[src/rtl/out_fm_tile_writeback.sv]
// out_fm_tile_writeback
//   Streams one Tn x Tr x Tc output tile from the on-chip tile buffer back to
//   external out_fm memory (N x R x C layout). Elements that fall outside the
//   feature map are zero-fill padding and are dropped, not written.
//
//   Optional feature: define OUT_FM_RELU_EN to clamp negative write data to 0.
//   Timing is the same with or without it.
//
// Ports
//   clk, rst                   clock, asynchronous active-high reset
//   store_start                one-cycle pulse, starts a store (IDLE only)
//   tile_base_n/row/col        tile origin, sampled on store_start
//   store_busy                 high from the cycle after start through store_done
//   store_done                 one-cycle completion pulse
//   buf_rd_addr/buf_rd_ena     tile buffer read port
//   buf_rd_data                read data, captured BUF_LAT edges after the
//                              edge that launched the matching buf_rd_ena
//   out_fm_wr_addr/data/ena    external write port (always accepts)
module out_fm_tile_writeback #(
  parameter int AW      = 32,
  parameter int DW      = 32,
  parameter int N       = 128,
  parameter int R       = 128,
  parameter int C       = 128,
  parameter int Tn      = 16,
  parameter int Tr      = 64,
  parameter int Tc      = 16,
  parameter int BUF_LAT = 2
) (
  input  logic          clk,
  input  logic          rst,
  input  logic          store_start,
  input  logic [AW-1:0] tile_base_n,
  input  logic [AW-1:0] tile_base_row,
  input  logic [AW-1:0] tile_base_col,
  output logic          store_busy,
  output logic          store_done,
  output logic [AW-1:0] buf_rd_addr,
  output logic          buf_rd_ena,
  input  logic [DW-1:0] buf_rd_data,
  output logic [AW-1:0] out_fm_wr_addr,
  output logic [DW-1:0] out_fm_wr_data,
  output logic          out_fm_wr_ena
);

  // Side pipeline stage 0 is loaded on the same edge as buf_rd_ena, so the
  // last stage lines up with buf_rd_data on the capture edge.
  localparam int STAGES = BUF_LAT - 1;
  localparam int DCW    = (BUF_LAT > 1) ? $clog2(BUF_LAT) : 1;
  localparam logic [DCW-1:0] DLAST = DCW'(BUF_LAT - 1);
  localparam logic [AW-1:0]  TN_LAST = AW'(Tn - 1);
  localparam logic [AW-1:0]  TR_LAST = AW'(Tr - 1);
  localparam logic [AW-1:0]  TC_LAST = AW'(Tc - 1);

  typedef enum logic [1:0] {IDLE, READ, DRAIN, DONE} state_t;
  state_t state;

  logic [AW-1:0] base_n, base_row, base_col;
  logic [AW-1:0] tn, tr, tc, lin;
  logic [DCW-1:0] dcnt;

  logic [STAGES:0]         vld_pipe, inr_pipe;
  logic [STAGES:0][AW-1:0] adr_pipe;

  logic [AW-1:0] n_abs, row_abs, col_abs, ext_addr;
  logic          in_range, last_rd;
  logic [DW-1:0] wr_data_nxt;

  assign n_abs    = base_n + tn;
  assign row_abs  = base_row + tr;
  assign col_abs  = base_col + tc;
  assign in_range = (n_abs < AW'(N)) && (row_abs < AW'(R)) && (col_abs < AW'(C));
  assign ext_addr = n_abs * AW'(R * C) + row_abs * AW'(C) + col_abs;
  assign last_rd  = (tn == TN_LAST) && (tr == TR_LAST) && (tc == TC_LAST);

`ifdef OUT_FM_RELU_EN
  assign wr_data_nxt = buf_rd_data[DW-1] ? '0 : buf_rd_data;
`else
  assign wr_data_nxt = buf_rd_data;
`endif

  always_ff @(posedge clk or posedge rst) begin
    if (rst) begin
      state          <= IDLE;
      base_n         <= '0;
      base_row       <= '0;
      base_col       <= '0;
      tn             <= '0;
      tr             <= '0;
      tc             <= '0;
      lin            <= '0;
      dcnt           <= '0;
      vld_pipe       <= '0;
      inr_pipe       <= '0;
      adr_pipe       <= '0;
      store_busy     <= 1'b0;
      store_done     <= 1'b0;
      buf_rd_addr    <= '0;
      buf_rd_ena     <= 1'b0;
      out_fm_wr_addr <= '0;
      out_fm_wr_data <= '0;
      out_fm_wr_ena  <= 1'b0;
    end else begin
      buf_rd_ena <= 1'b0;
      store_done <= 1'b0;

      // Per-read side pipeline: valid, in_range, external address.
      vld_pipe[0] <= (state == READ);
      inr_pipe[0] <= in_range;
      adr_pipe[0] <= ext_addr;
      for (int s = 1; s <= STAGES; s++) begin
        vld_pipe[s] <= vld_pipe[s-1];
        inr_pipe[s] <= inr_pipe[s-1];
        adr_pipe[s] <= adr_pipe[s-1];
      end

      // Write side: clipped elements never reach the write strobe.
      out_fm_wr_ena <= vld_pipe[STAGES] & inr_pipe[STAGES];
      if (vld_pipe[STAGES] && inr_pipe[STAGES]) begin
        out_fm_wr_addr <= adr_pipe[STAGES];
        out_fm_wr_data <= wr_data_nxt;
      end

      case (state)
        IDLE: begin
          store_busy <= store_start;
          if (store_start) begin
            base_n   <= tile_base_n;
            base_row <= tile_base_row;
            base_col <= tile_base_col;
            tn       <= '0;
            tr       <= '0;
            tc       <= '0;
            lin      <= '0;
            state    <= READ;
          end
        end
        READ: begin
          // Buffer address is tn*Tr*Tc + tr*Tc + tc, i.e. the linear read index.
          buf_rd_ena  <= 1'b1;
          buf_rd_addr <= lin;
          lin         <= lin + 1'b1;
          if (tc == TC_LAST) begin
            tc <= '0;
            if (tr == TR_LAST) begin
              tr <= '0;
              tn <= tn + 1'b1;
            end else begin
              tr <= tr + 1'b1;
            end
          end else begin
            tc <= tc + 1'b1;
          end
          if (last_rd) begin
            dcnt  <= '0;
            state <= DRAIN;
          end
        end
        DRAIN: begin
          dcnt <= dcnt + 1'b1;
          if (dcnt == DLAST) state <= DONE;
        end
        DONE: begin
          store_done <= 1'b1;
          state      <= IDLE;
        end
        default: state <= IDLE;
      endcase
    end
  end

endmodule

[config.mk]
export PLATFORM = sky130hd
export DESIGN_NAME = out_fm_tile_writeback
export DESIGN_NICKNAME = d
export VERILOG_FILES = /design/src/rtl/out_fm_tile_writeback.sv
export SDC_FILE = /design/constraint.sdc
export NUM_CORES = 1
export LEC_CHECK = 0
export ABC_AREA = 1
export BUFFER_PORTS_ARGS = -buffer_cell sky130_fd_sc_hd__buf_2
export CAP_MARGIN = 5
export CORE_UTILIZATION = 55
export DETAILED_ROUTE_END_ITERATION = 8
export PLACE_DENSITY = 0.84
export RECOVER_POWER = 100
export SYNTH_ARGS = -nofsm -noshare
export SYNTH_HDL_FRONTEND = slang
export SYNTH_SLANG_ARGS = --single-unit
[constraint.sdc]
create_clock -name clk -period 21.8 [get_ports clk]
set_input_delay 2.18 -clock clk [delete_from_list [all_inputs] [get_ports clk]]
set_output_delay 2.18 -clock clk [all_outputs]
set_load 0.005 [all_outputs]
==> out/results.txt <==
The run finished, with violations left. The final reports fail on max-capacitance violations, max-slew violations. The logs give 1.98 mW for the internal power component and 24200 for the count of vias placed by the detailed router. The clock passes through at most 3 buffers.

Vertical die dimension: 218 microns. The leakage dissipation is 15.3 nW, and the per-cell via count in the routed design is 5.32. The kind of start point of the critical path is an input pin. Per report_power, the clock group accounts for 23.6% of the total. The tools report the die outline area as 47600 sq um.

The register with the most flip-flops in the layout has 64 of them. In this run, the number of DRC markers left after iteration 0 of detailed routing was 1993. The synthesis warning total is 0, and the clock latency on the worst-skew pair is 590 ps. Pin placement for this block handled 231 I/O pins. Gates resized during post-CTS repair numbered 0.

The die is 218 microns wide. Summing internal, switching and leakage power gives 3.48 mW. The count of cell types in the netlist came out at 44. After clock tree synthesis, the clock-pin slew on the worst setup and hold paths is 60 ps. Combinational logic burns 46.6% of the power.

Endpoint class of the critical path: an async pin. The slowest stage of the critical path belongs to the cell clkinvlp_2. At the pin with the least slew margin, the transition time is 5420 ps. The number of CTS-inserted buffers is 42, and the number of antenna violations at the first check in global routing is 0. During placement, the flow inserted port buffers numbering 230. The detail route stage leaves a number of antenna-violating nets equal to 0. The share of layout cells above drive strength 1 is 6.58%, and the global-route wire length before repair is 113000 microns. For the worst setup path, the data required time is 21620 ps. Derived from the worst setup path, the maximum achievable clock frequency is 94.8 MHz. The clock arrives with 36.6 ps of skew. Most common cell in the synthesized netlist: nand2_1.

Walking the worst path, the cells encountered are buf_2, clkinvlp_2, clkbuf_1, clkbuf_1. The tools report the final count of pins violating max slew as 976. The final critical path time including I/O delays and setup works out to 10550 ps. The via count of the first global-routing pass came out at 22800. The critical setup path kind is in2async. In this run the worst hold path is classified as reg2reg.

Pin count of the biggest net entering global routing: 127. The placed wire-length estimate is 53500 microns, and the total power density per cell area is 120 nW/um^2. The number of hold violations in the final report was 0. The total number of H-tree levels is 2, and the core occupancy in the finished layout is 63.1%. In this design, the stage delay of the slowest critical-path cell is 2990 ps. In this run, post-CTS hold repair placed 0 buffers. The core area is 45800 sq um. The post-synthesis register bit count is 394. Dividing the final minimum period by the clock period gives 48.4%. The number of cells produced by synthesis was 3708. The mean post-synth cell area is 6.93 sq um, and the number of rows created at floorplan is 78.

After synthesis, the most frequently instantiated cells are nand2_1, inv_1, dfrtp_1, nor2_1, nand3_1. The routed wirelength normalized by instance count came out at 15.3 microns. The register with the most flip-flops in the final layout is adr_pipe. For the final routed database, the setup TNS stands at 0 ps. Clock tree synthesis selected as its root buffer the cell clkbuf_16.

Routability-driven placement finished with a final weighted congestion of 1.03. Once the floorplan was initialized, standard cells occupied 56.2% of the core. The first detailed-routing pass took 6 iterations. Excluding fillers, the count of instances in the completed layout stands at 4554. The run gives 69800 microns as the final routed wirelength across all metal layers. Along the worst path, the maximum fanout reaches 126. The repair_antennas step left the layout with diodes totalling 0. In this run the biggest area consumer among cell types represents 38.4% of the synthesized area. The post-placement cell count is 4476, and the number of enable-type register cells in the synthesized netlist is 0.

For the overall global routing resource usage, the log shows 29.8%. Setup repair after global routing left no endpoint under its margin. The run gives 38.4% as the fraction of the yosys area taken by sequential cells. The post-CTS repair timing setup buffer count came out at 0. The library cell appearing most often on the critical path was clkbuf_1. The data arrival time at the worst-slack endpoint is 10360 ps. The run gives 1.49 mW as the switching power total.

TritonCTS built the clock tree. Global routing finished with a remaining overflow of 0. The primary flip-flop cell chosen by synthesis mapping was dfrtp_1.

The logs give 4168 for the number of fillers in the final layout and 0 for the final setup violation count. The fraction of power spent switching nets works out to 42.9%. The clock net in this run drives a total of 394 sinks. In the routed design, unresolved DRC markers number 0.

The share of total power dissipated in sequential elements is 29.8%. The most area-hungry cell type in the Yosys netlist is dfrtp_1. Sorting the synthesized cells by area gives the leading types as dfrtp_1, nand2_1, inv_1, ha_1, nor2_1.

The tool flagged a number of max-cap violations equal to 13. The area growth from synthesis to layout is 12.3%. In this run the cell area of the synthesized design comes to 25700 sq um. Final-stage net count: 4203.

When the netlist entered floorplanning its net count stood at 3991. VDD sags by at most 77.6 uV. Counting flops with an async set or reset pin after synthesis yields a share of 100%. In this run the tightest slew margin relative to its limit is -263%.
-- critical path, delay by kind of cell --
| kind | cells | cell delay [ps] |
|---|---|---|
| buffers and inverters | 4 | 8030 |
-- placed cells by master (no fill, tap or decap), types with 16 or more instances in the layout --
cell type | Yosys | routed
clkbuf_16 | 0 | 42
inv_1 | 469 | 470
a21oi_1 | 141 | 142
xnor2_1 | 48 | 48
ha_1 | 132 | 132
dfrtp_1 | 394 | 394
nand4_1 | 58 | 58
xor2_1 | 83 | 83
nor2_1 | 294 | 296
buf_2 | 6 | 178
clkbuf_1 | 56 | 68
nor4_1 | 45 | 45
o31ai_1 | 25 | 25
fa_1 | 20 | 20
nand3_1 | 153 | 153
o21ai_0 | 100 | 109
nand2_1 | 1496 | 1496
nand3b_1 | 16 | 16
nor3_1 | 79 | 80
-- per-stage QoR --
stage | hold WS (ps) | area (sq um) | worst slack [ps]
3_5_place_dp | 336 | 27400 | 17110
5_1_grt | 344 | 28900 | 9290
3_3_place_gp | 332 | 27400 | 17140
4_1_cts | 340 | 29000 | 17490
6_report | 328 | 28900 | 11250
2_1_floorplan | 331 | 25700 | 8670
-- worst paths after layout --
check                                        to  slack (ps)          from  cells after the start
worst max-delay path            buf_rd_addr[16]       11250           rst                      4
min in group asynchronous          base_row[22]        3270           rst                      2
worst min register to register     adr_pipe[52]         330  adr_pipe[20]                      0
worst max register to register            tr[6]       15610      state[1]                      9
max in group clk                          tr[6]       15450   store_start                     10
worst min-delay path               adr_pipe[52]         330  adr_pipe[20]                      0
-- cell families after synthesis --
logic type,count (synthesis),share of synthesized area (%)
AOI/OAI and AO/OA,315,6.78
xor gates and xnor gates,131,4.46
adders and majority gates,152,7.98
buffers and inverters,548,8.09
DFF,394,38.4
and+or+nand+nor,2168,34.3
-- power by group through the flow --
stage	Combinational (mW)	Clock [mW]	Sequential (mW)
floorplan	1.20	0	0.995
detailed placement	1.58	0	1.04
finish	1.62	0.818	1.04
global placement	1.56	0	1.04
global route	1.82	0.863	1.05
CTS	1.60	0.833	1.03
-- per-layer routing --
metal  part of all wire (%)  track usage [%]  vias up
li1                       -                -    12100
met1                     43             39.3    11000
met2                     46             47.9      855
met3                    7.2             5.34      174
met4                    4.1             12.6        0
met5                      0                0        -
-- layout make-up --
cell class | instances | area (sq um) | area share [%]
clock buffer | 57 | 1200 | 4.15
clock inverter | 21 | 414 | 1.43
inverter | 475 | 1790 | 6.18
multi-input combinational | 2766 | 13700 | 47.6
sequential | 394 | 9860 | 34.1
tap | 600 | 751 | 2.60
timing repair buffer | 241 | 1130 | 3.90
Note: power is estimated with default switching activity, not from simulation.
